--- src/rtl/flush_ctrl_pkg.sv ---
// rtl/flush_ctrl_pkg.sv - shared opcode, cause and state encodings for flush_ctrl
// Purpose: constants shared by the flush controller and its branch decoder.
// Ports: none (package).
package flush_ctrl_pkg;

  typedef logic [1:0] cause_t;

  // Control-flow opcodes recognised in execute
  localparam logic [4:0] OP_J   = 5'b00001;
  localparam logic [4:0] OP_BNE = 5'b00010;
  localparam logic [4:0] OP_JAL = 5'b00011;
  localparam logic [4:0] OP_JR  = 5'b00100;
  localparam logic [4:0] OP_BLT = 5'b00110;
  localparam logic [4:0] OP_BEX = 5'b10110;

  // Flush cause encodings reported on flush_cause
  localparam cause_t CAUSE_NONE = 2'b00;
  localparam cause_t CAUSE_BR   = 2'b01;
  localparam cause_t CAUSE_JMP  = 2'b10;
  localparam cause_t CAUSE_EXC  = 2'b11;

  // Flush FSM encoding
  localparam logic [0:0] ST_IDLE  = 1'b0;
  localparam logic [0:0] ST_FLUSH = 1'b1;

endpackage

--- src/rtl/branch_decode.sv ---
// rtl/branch_decode.sv - comparator-qualified control-flow decode
// Purpose: decide whether the execute-stage opcode redirects the PC and why.
// Ports:
//   opcode     in  execute-stage opcode
//   isNotEqual in  ALU compare, operands differ
//   isLessThan in  ALU compare, A < B
//   is_taken   out opcode redirects given the compare results
//   cause      out CAUSE_JMP / CAUSE_BR when taken, CAUSE_NONE otherwise
module branch_decode
  import flush_ctrl_pkg::*;
#(
  parameter int OPCODE_W = 5
) (
  input  logic [OPCODE_W-1:0] opcode,
  input  logic                isNotEqual,
  input  logic                isLessThan,
  output logic                is_taken,
  output cause_t              cause
);

  always_comb begin
    is_taken = 1'b0;
    cause    = CAUSE_NONE;
    case (opcode)
      OPCODE_W'(OP_J), OPCODE_W'(OP_JAL), OPCODE_W'(OP_JR): begin
        is_taken = 1'b1;
        cause    = CAUSE_JMP;
      end
      OPCODE_W'(OP_BNE), OPCODE_W'(OP_BEX): begin
        is_taken = isNotEqual;
        cause    = isNotEqual ? CAUSE_BR : CAUSE_NONE;
      end
      // blt resolves on "differ and not less", i.e. A > B in the legacy ALU sense
      OPCODE_W'(OP_BLT): begin
        is_taken = isNotEqual & ~isLessThan;
        cause    = (isNotEqual & ~isLessThan) ? CAUSE_BR : CAUSE_NONE;
      end
      default: begin
        is_taken = 1'b0;
        cause    = CAUSE_NONE;
      end
    endcase
  end

endmodule

--- src/rtl/flush_ctrl.sv ---
// rtl/flush_ctrl.sv - pipeline flush controller with exception priority
// Purpose: raise a same-cycle redirect and a registered multi-cycle flush window.
// Ports:
//   clock, reset        rising-edge clock, synchronous active-high reset
//   ex_valid, opcode    execute-stage instruction
//   isNotEqual, isLessThan  ALU compare results
//   stall               pipeline frozen this cycle
//   exc_req             exception flush request
//   taken               combinational PC-mux redirect select
//   flush_vec           registered kill per younger stage
//   flush_cause         00 none, 01 branch, 10 jump, 11 exception
//   busy                flush window active
//   taken_count         saturating count of taken redirects
module flush_ctrl
  import flush_ctrl_pkg::*;
#(
  parameter int STAGES       = 2,
  parameter int OPCODE_W     = 5,
  parameter int FLUSH_CYCLES = 1,
  parameter int CNT_W        = 16
) (
  input  logic                clock,
  input  logic                reset,
  input  logic                ex_valid,
  input  logic [OPCODE_W-1:0] opcode,
  input  logic                isNotEqual,
  input  logic                isLessThan,
  input  logic                stall,
  input  logic                exc_req,
  output logic                taken,
  output logic [STAGES-1:0]   flush_vec,
  output logic [1:0]          flush_cause,
  output logic                busy,
  output logic [CNT_W-1:0]    taken_count
);

  localparam int                DCNT_W    = $clog2(FLUSH_CYCLES + 1);
  localparam logic [DCNT_W-1:0] DCNT_LOAD = DCNT_W'(FLUSH_CYCLES);
  localparam logic [CNT_W-1:0]  CNT_MAX   = '1;

  logic [0:0]        r_state;
  logic [DCNT_W-1:0] r_dcnt;
  logic [STAGES-1:0] r_flush_vec;
  cause_t            r_flush_cause;
  logic [CNT_W-1:0]  r_taken_count;

  logic   w_dec_taken;
  cause_t w_dec_cause;

  branch_decode #(
    .OPCODE_W (OPCODE_W)
  ) u_branch_decode (
    .opcode     (opcode),
    .isNotEqual (isNotEqual),
    .isLessThan (isLessThan),
    .is_taken   (w_dec_taken),
    .cause      (w_dec_cause)
  );

  // While flushing, the execute instruction is wrong-path, so no redirect
  assign taken       = ex_valid & w_dec_taken & (r_state == ST_IDLE) & ~stall;
  assign busy        = (r_state == ST_FLUSH);
  assign flush_vec   = r_flush_vec;
  assign flush_cause = r_flush_cause;
  assign taken_count = r_taken_count;

  always_ff @(posedge clock) begin
    if (reset) begin
      r_state       <= ST_IDLE;
      r_dcnt        <= '0;
      r_flush_vec   <= '0;
      r_flush_cause <= CAUSE_NONE;
      r_taken_count <= '0;
    end else begin
      if (taken && (r_taken_count != CNT_MAX)) begin
        r_taken_count <= r_taken_count + 1'b1;
      end

      case (r_state)
        ST_IDLE: begin
          // Exception entry does not depend on stall; it overrides the branch cause
          if (taken || exc_req) begin
            r_state       <= ST_FLUSH;
            r_dcnt        <= DCNT_LOAD;
            r_flush_vec   <= '1;
            r_flush_cause <= exc_req ? CAUSE_EXC : w_dec_cause;
          end
        end
        default: begin
          if (exc_req) begin
            r_dcnt        <= DCNT_LOAD;
            r_flush_cause <= CAUSE_EXC;
          end else if (!stall) begin
            // Leave on the edge that would take the count to zero
            if (r_dcnt == DCNT_W'(1)) begin
              r_state       <= ST_IDLE;
              r_dcnt        <= '0;
              r_flush_vec   <= '0;
              r_flush_cause <= CAUSE_NONE;
            end else begin
              r_dcnt <= r_dcnt - 1'b1;
            end
          end
        end
      endcase
    end
  end

endmodule

--- config.mk ---
export PLATFORM = sky130hd
export DESIGN_NAME = flush_ctrl
export DESIGN_NICKNAME = d
export VERILOG_FILES = /design/src/rtl/flush_ctrl_pkg.sv /design/src/rtl/branch_decode.sv /design/src/rtl/flush_ctrl.sv
export SDC_FILE = /design/constraint.sdc
export NUM_CORES = 1
export LEC_CHECK = 0
export CAP_MARGIN = 5
export CORE_MARGIN = 10
export CORE_UTILIZATION = 45
export CTS_BUF_LIST = sky130_fd_sc_hd__clkbuf_4
export CTS_CLUSTER_SIZE = 8
export DETAILED_ROUTE_END_ITERATION = 10
export PLACE_DENSITY = 0.86
export SLEW_MARGIN = 20
export SYNTH_ARGS = -nofsm -noshare
export SYNTH_HDL_FRONTEND = slang
export SYNTH_SLANG_ARGS = --single-unit
--- constraint.sdc ---
create_clock -name clock -period 3.7 [get_ports clock]
set_input_delay 0.74 -clock clock [delete_from_list [all_inputs] [get_ports clock]]
set_output_delay 0.74 -clock clock [all_outputs]
set_load 0.005 [all_outputs]
==> flow_summary.ini <==
[sta]
setup_viol = 0
tns_ns = 0
tightest_slew_ns = 0.736
min_period_over_period_pct = 87.8
max_freq_mhz = 308
worst_slack_ns = 0.453
hold_viol_final = 0
fin_worst_skew_ns = 0.00289
rsz0062_at_grt = false
max-slew-margin-rel_pct = 50.7
slew_viol_final = 0
hold-worst-slack_ns = 0.475
min_period_ns = 3.25

[die]
start_util_pct = 46.7
die_w_um = 70.2
core_area_um2 = 2430
num_io_pins = 34
row_count = 18
die_area_um2 = 4930
die_h_um = 70.2

[worst_setup_path]
crit_fanout = 5
crit_path_end_kind = output port
path_class = primary input to output port
rrSetupSlack_ns = 1.55
worstPathArrival_ns = 2.51
required_ns = 2.96
r2r_start = busy
cp-start-kind = primary input
critPathLaunch = opcode[2]

[pwr]
sw_frac_of_total_pct = 23.2
p_comb_share_pct = 11.9
power_frac_seq_pct = 58.5
net-switching-power_w = 0.0000927
p_leak_nw = 0.475
pwr-share-clk_pct = 29.6
power.density_nw_per_um2 = 267
vdd.ir_drop.worst_mv = 0.201
internal-power_w = 0.000308

[run_status]
status = completed

[layout]
layout-drive-gt1-share_pct = 7.32
area_growth_pct = 32.3
layout_commonest_cell = clkdlybuf4s50_1
final_net_count = 178
diodes = 0
num-fill-cells = 223
final_cells = 194
regArea_um2 = 420
multi_input_area_um2 = 653
layout_common_cells = clkdlybuf4s50_1 (33), dfxtp_1 (21), a21oi_1 (19), o31ai_1 (11), or4_1 (10)

[synth]
async_reset_ff_share_pct = 0
yosysWarningCount = 0
synthCells = 133
avgSynthCellArea_um2 = 8.53
yosysSeqAreaShare_pct = 37.0
ys.flop_type = dfxtp_1
syn_nets = 146
synth-seq-cells = 21
synth-edff-count = 0
syn_area_um2 = 1130
yosysUniqueCellTypes = 39

[clocking]
hold_buffers = 0
cts_tree = done
cts_buffers = 3
ctsLongestPathBuffers = 2
htreeDepth = 1
cts-root-buf = clkbuf_4
cts_resized = 0
cts_setup_buffers = 0
cts_num_sinks = 21
clk_latency_ns = 0.30
clk_pin_slew_ns = 0.12

[global_routing]
track_usage_pct = 11.8
grt_overflow = 0
antenna_found_initial = 0
grt_pass1_vias = 1103
grt_max_degree = 37
grt_pass1_wl_um = 5100

[drt]
drt-wirelength-per-cell_um = 15.9
wirelength_um = 3090
top_layer_used = met4
drc = 0
drt_iter0_markers = 39
dr_wl_met2_um = 1530
vias = 1169
ant_nets = 0
firstDrtPassIters = 4
wl_met1_um = 1380
viasPerCell = 6.03
met3_length_um = 165

[place]
hpwl_um = 2280
portBuffers = 33
dp_slack_ns = 0.442
place_congestion = 0.868
place_inst = 190

[hold_path]
worstHoldStart = flush_cause[0]
hold_path.class = register to register

[run]
cap_violations = 0
registers in the layout, summed over array words and instances, names as in the netlist:
name and flops:
taken_count 16, flush_cause 2, busy 1, flush_vec 1, r_dcnt 1
through the flow:
stage | util, % | total power (W) | cell area (µm²)
floorplan | - | 0.000260 | 1130
global placement | 60.5 | 0.000285 | 1470
detailed placement | 60.5 | 0.000287 | 1470
CTS | 61.7 | 0.000405 | 1500
global route | 61.7 | 0.000421 | 1500
finish | 61.7 | 0.000400 | 1500
per-layer routing:
metal	vias to the layer above	GRT usage [%]
met5	-	0
met4	0	1.97
met3	2	4.52
met2	39	20.1
met1	547	13.7
li1	581	-
cell families (layout without fill, tap and decap cells):
kind of cell / after synthesis / in the layout / synth area share (%)
DFF: 21 / 21 / 37.0
muxes: 2 / 2 / 1.87
adders and majority gates: 1 / 1 / 1.10
buffers and inverters: 13 / 44 / 5.40
AOI/OAI and AO/OA: 45 / 45 / 26.7
and+or+nand+nor: 51 / 51 / 27.9
power groups by stage:
stage,registers [W],logic (W),clock network [W]
floorplan,0.000239,0.0000208,0
global placement,0.000239,0.0000462,0
detailed placement,0.000239,0.0000479,0
CTS,0.000234,0.0000483,0.000122
global route,0.000235,0.0000523,0.000133
finish,0.000234,0.0000476,0.000118
worst max-delay path, cell delays in order:
cell and delay, ns:
clkdlybuf4s50_1 0.57, or3b_1 0.41, o22ai_2 0.17, o21bai_4 0.07, inv_1 0.06, clkdlybuf4s50_1 0.49
layout make-up:
cell class                 count  area share (%)
tap                           30            2.50
timing repair buffer          34            22.5
clock buffer                   4            2.00
inverter                       6            1.50
sequential                    21            28.0
multi-input combinational     99            43.5
cells in the mapped netlist, types with 2 or more instances:
cell | number | share of area, %
o31ai_1 | 11 | 7.3
nand3_1 | 7 | 3.1
inv_1 | 6 | 2.0
clkbuf_1 | 4 | 1.3
dfxtp_1 | 21 | 37
nor2_1 | 3 | 0.99
nand2_1 | 8 | 2.6
o21ai_0 | 5 | 2.2
and3_1 | 2 | 1.1
nor3_1 | 2 | 0.88
nand4b_1 | 2 | 1.5
and4_1 | 2 | 1.5
or3_1 | 4 | 2.2
nand4_1 | 3 | 1.7
or4_1 | 10 | 6.6
a21oi_1 | 19 | 8.4
nor2b_1 | 2 | 1.1
worst paths after layout:
path,endpoint,cells past startpoint
hold reg to reg,flush_cause[0],2
setup reg to reg,taken_count[5],5
hold / removal,flush_cause[0],2
setup / recovery,taken,6
Power figures use the tool's default switching activity.
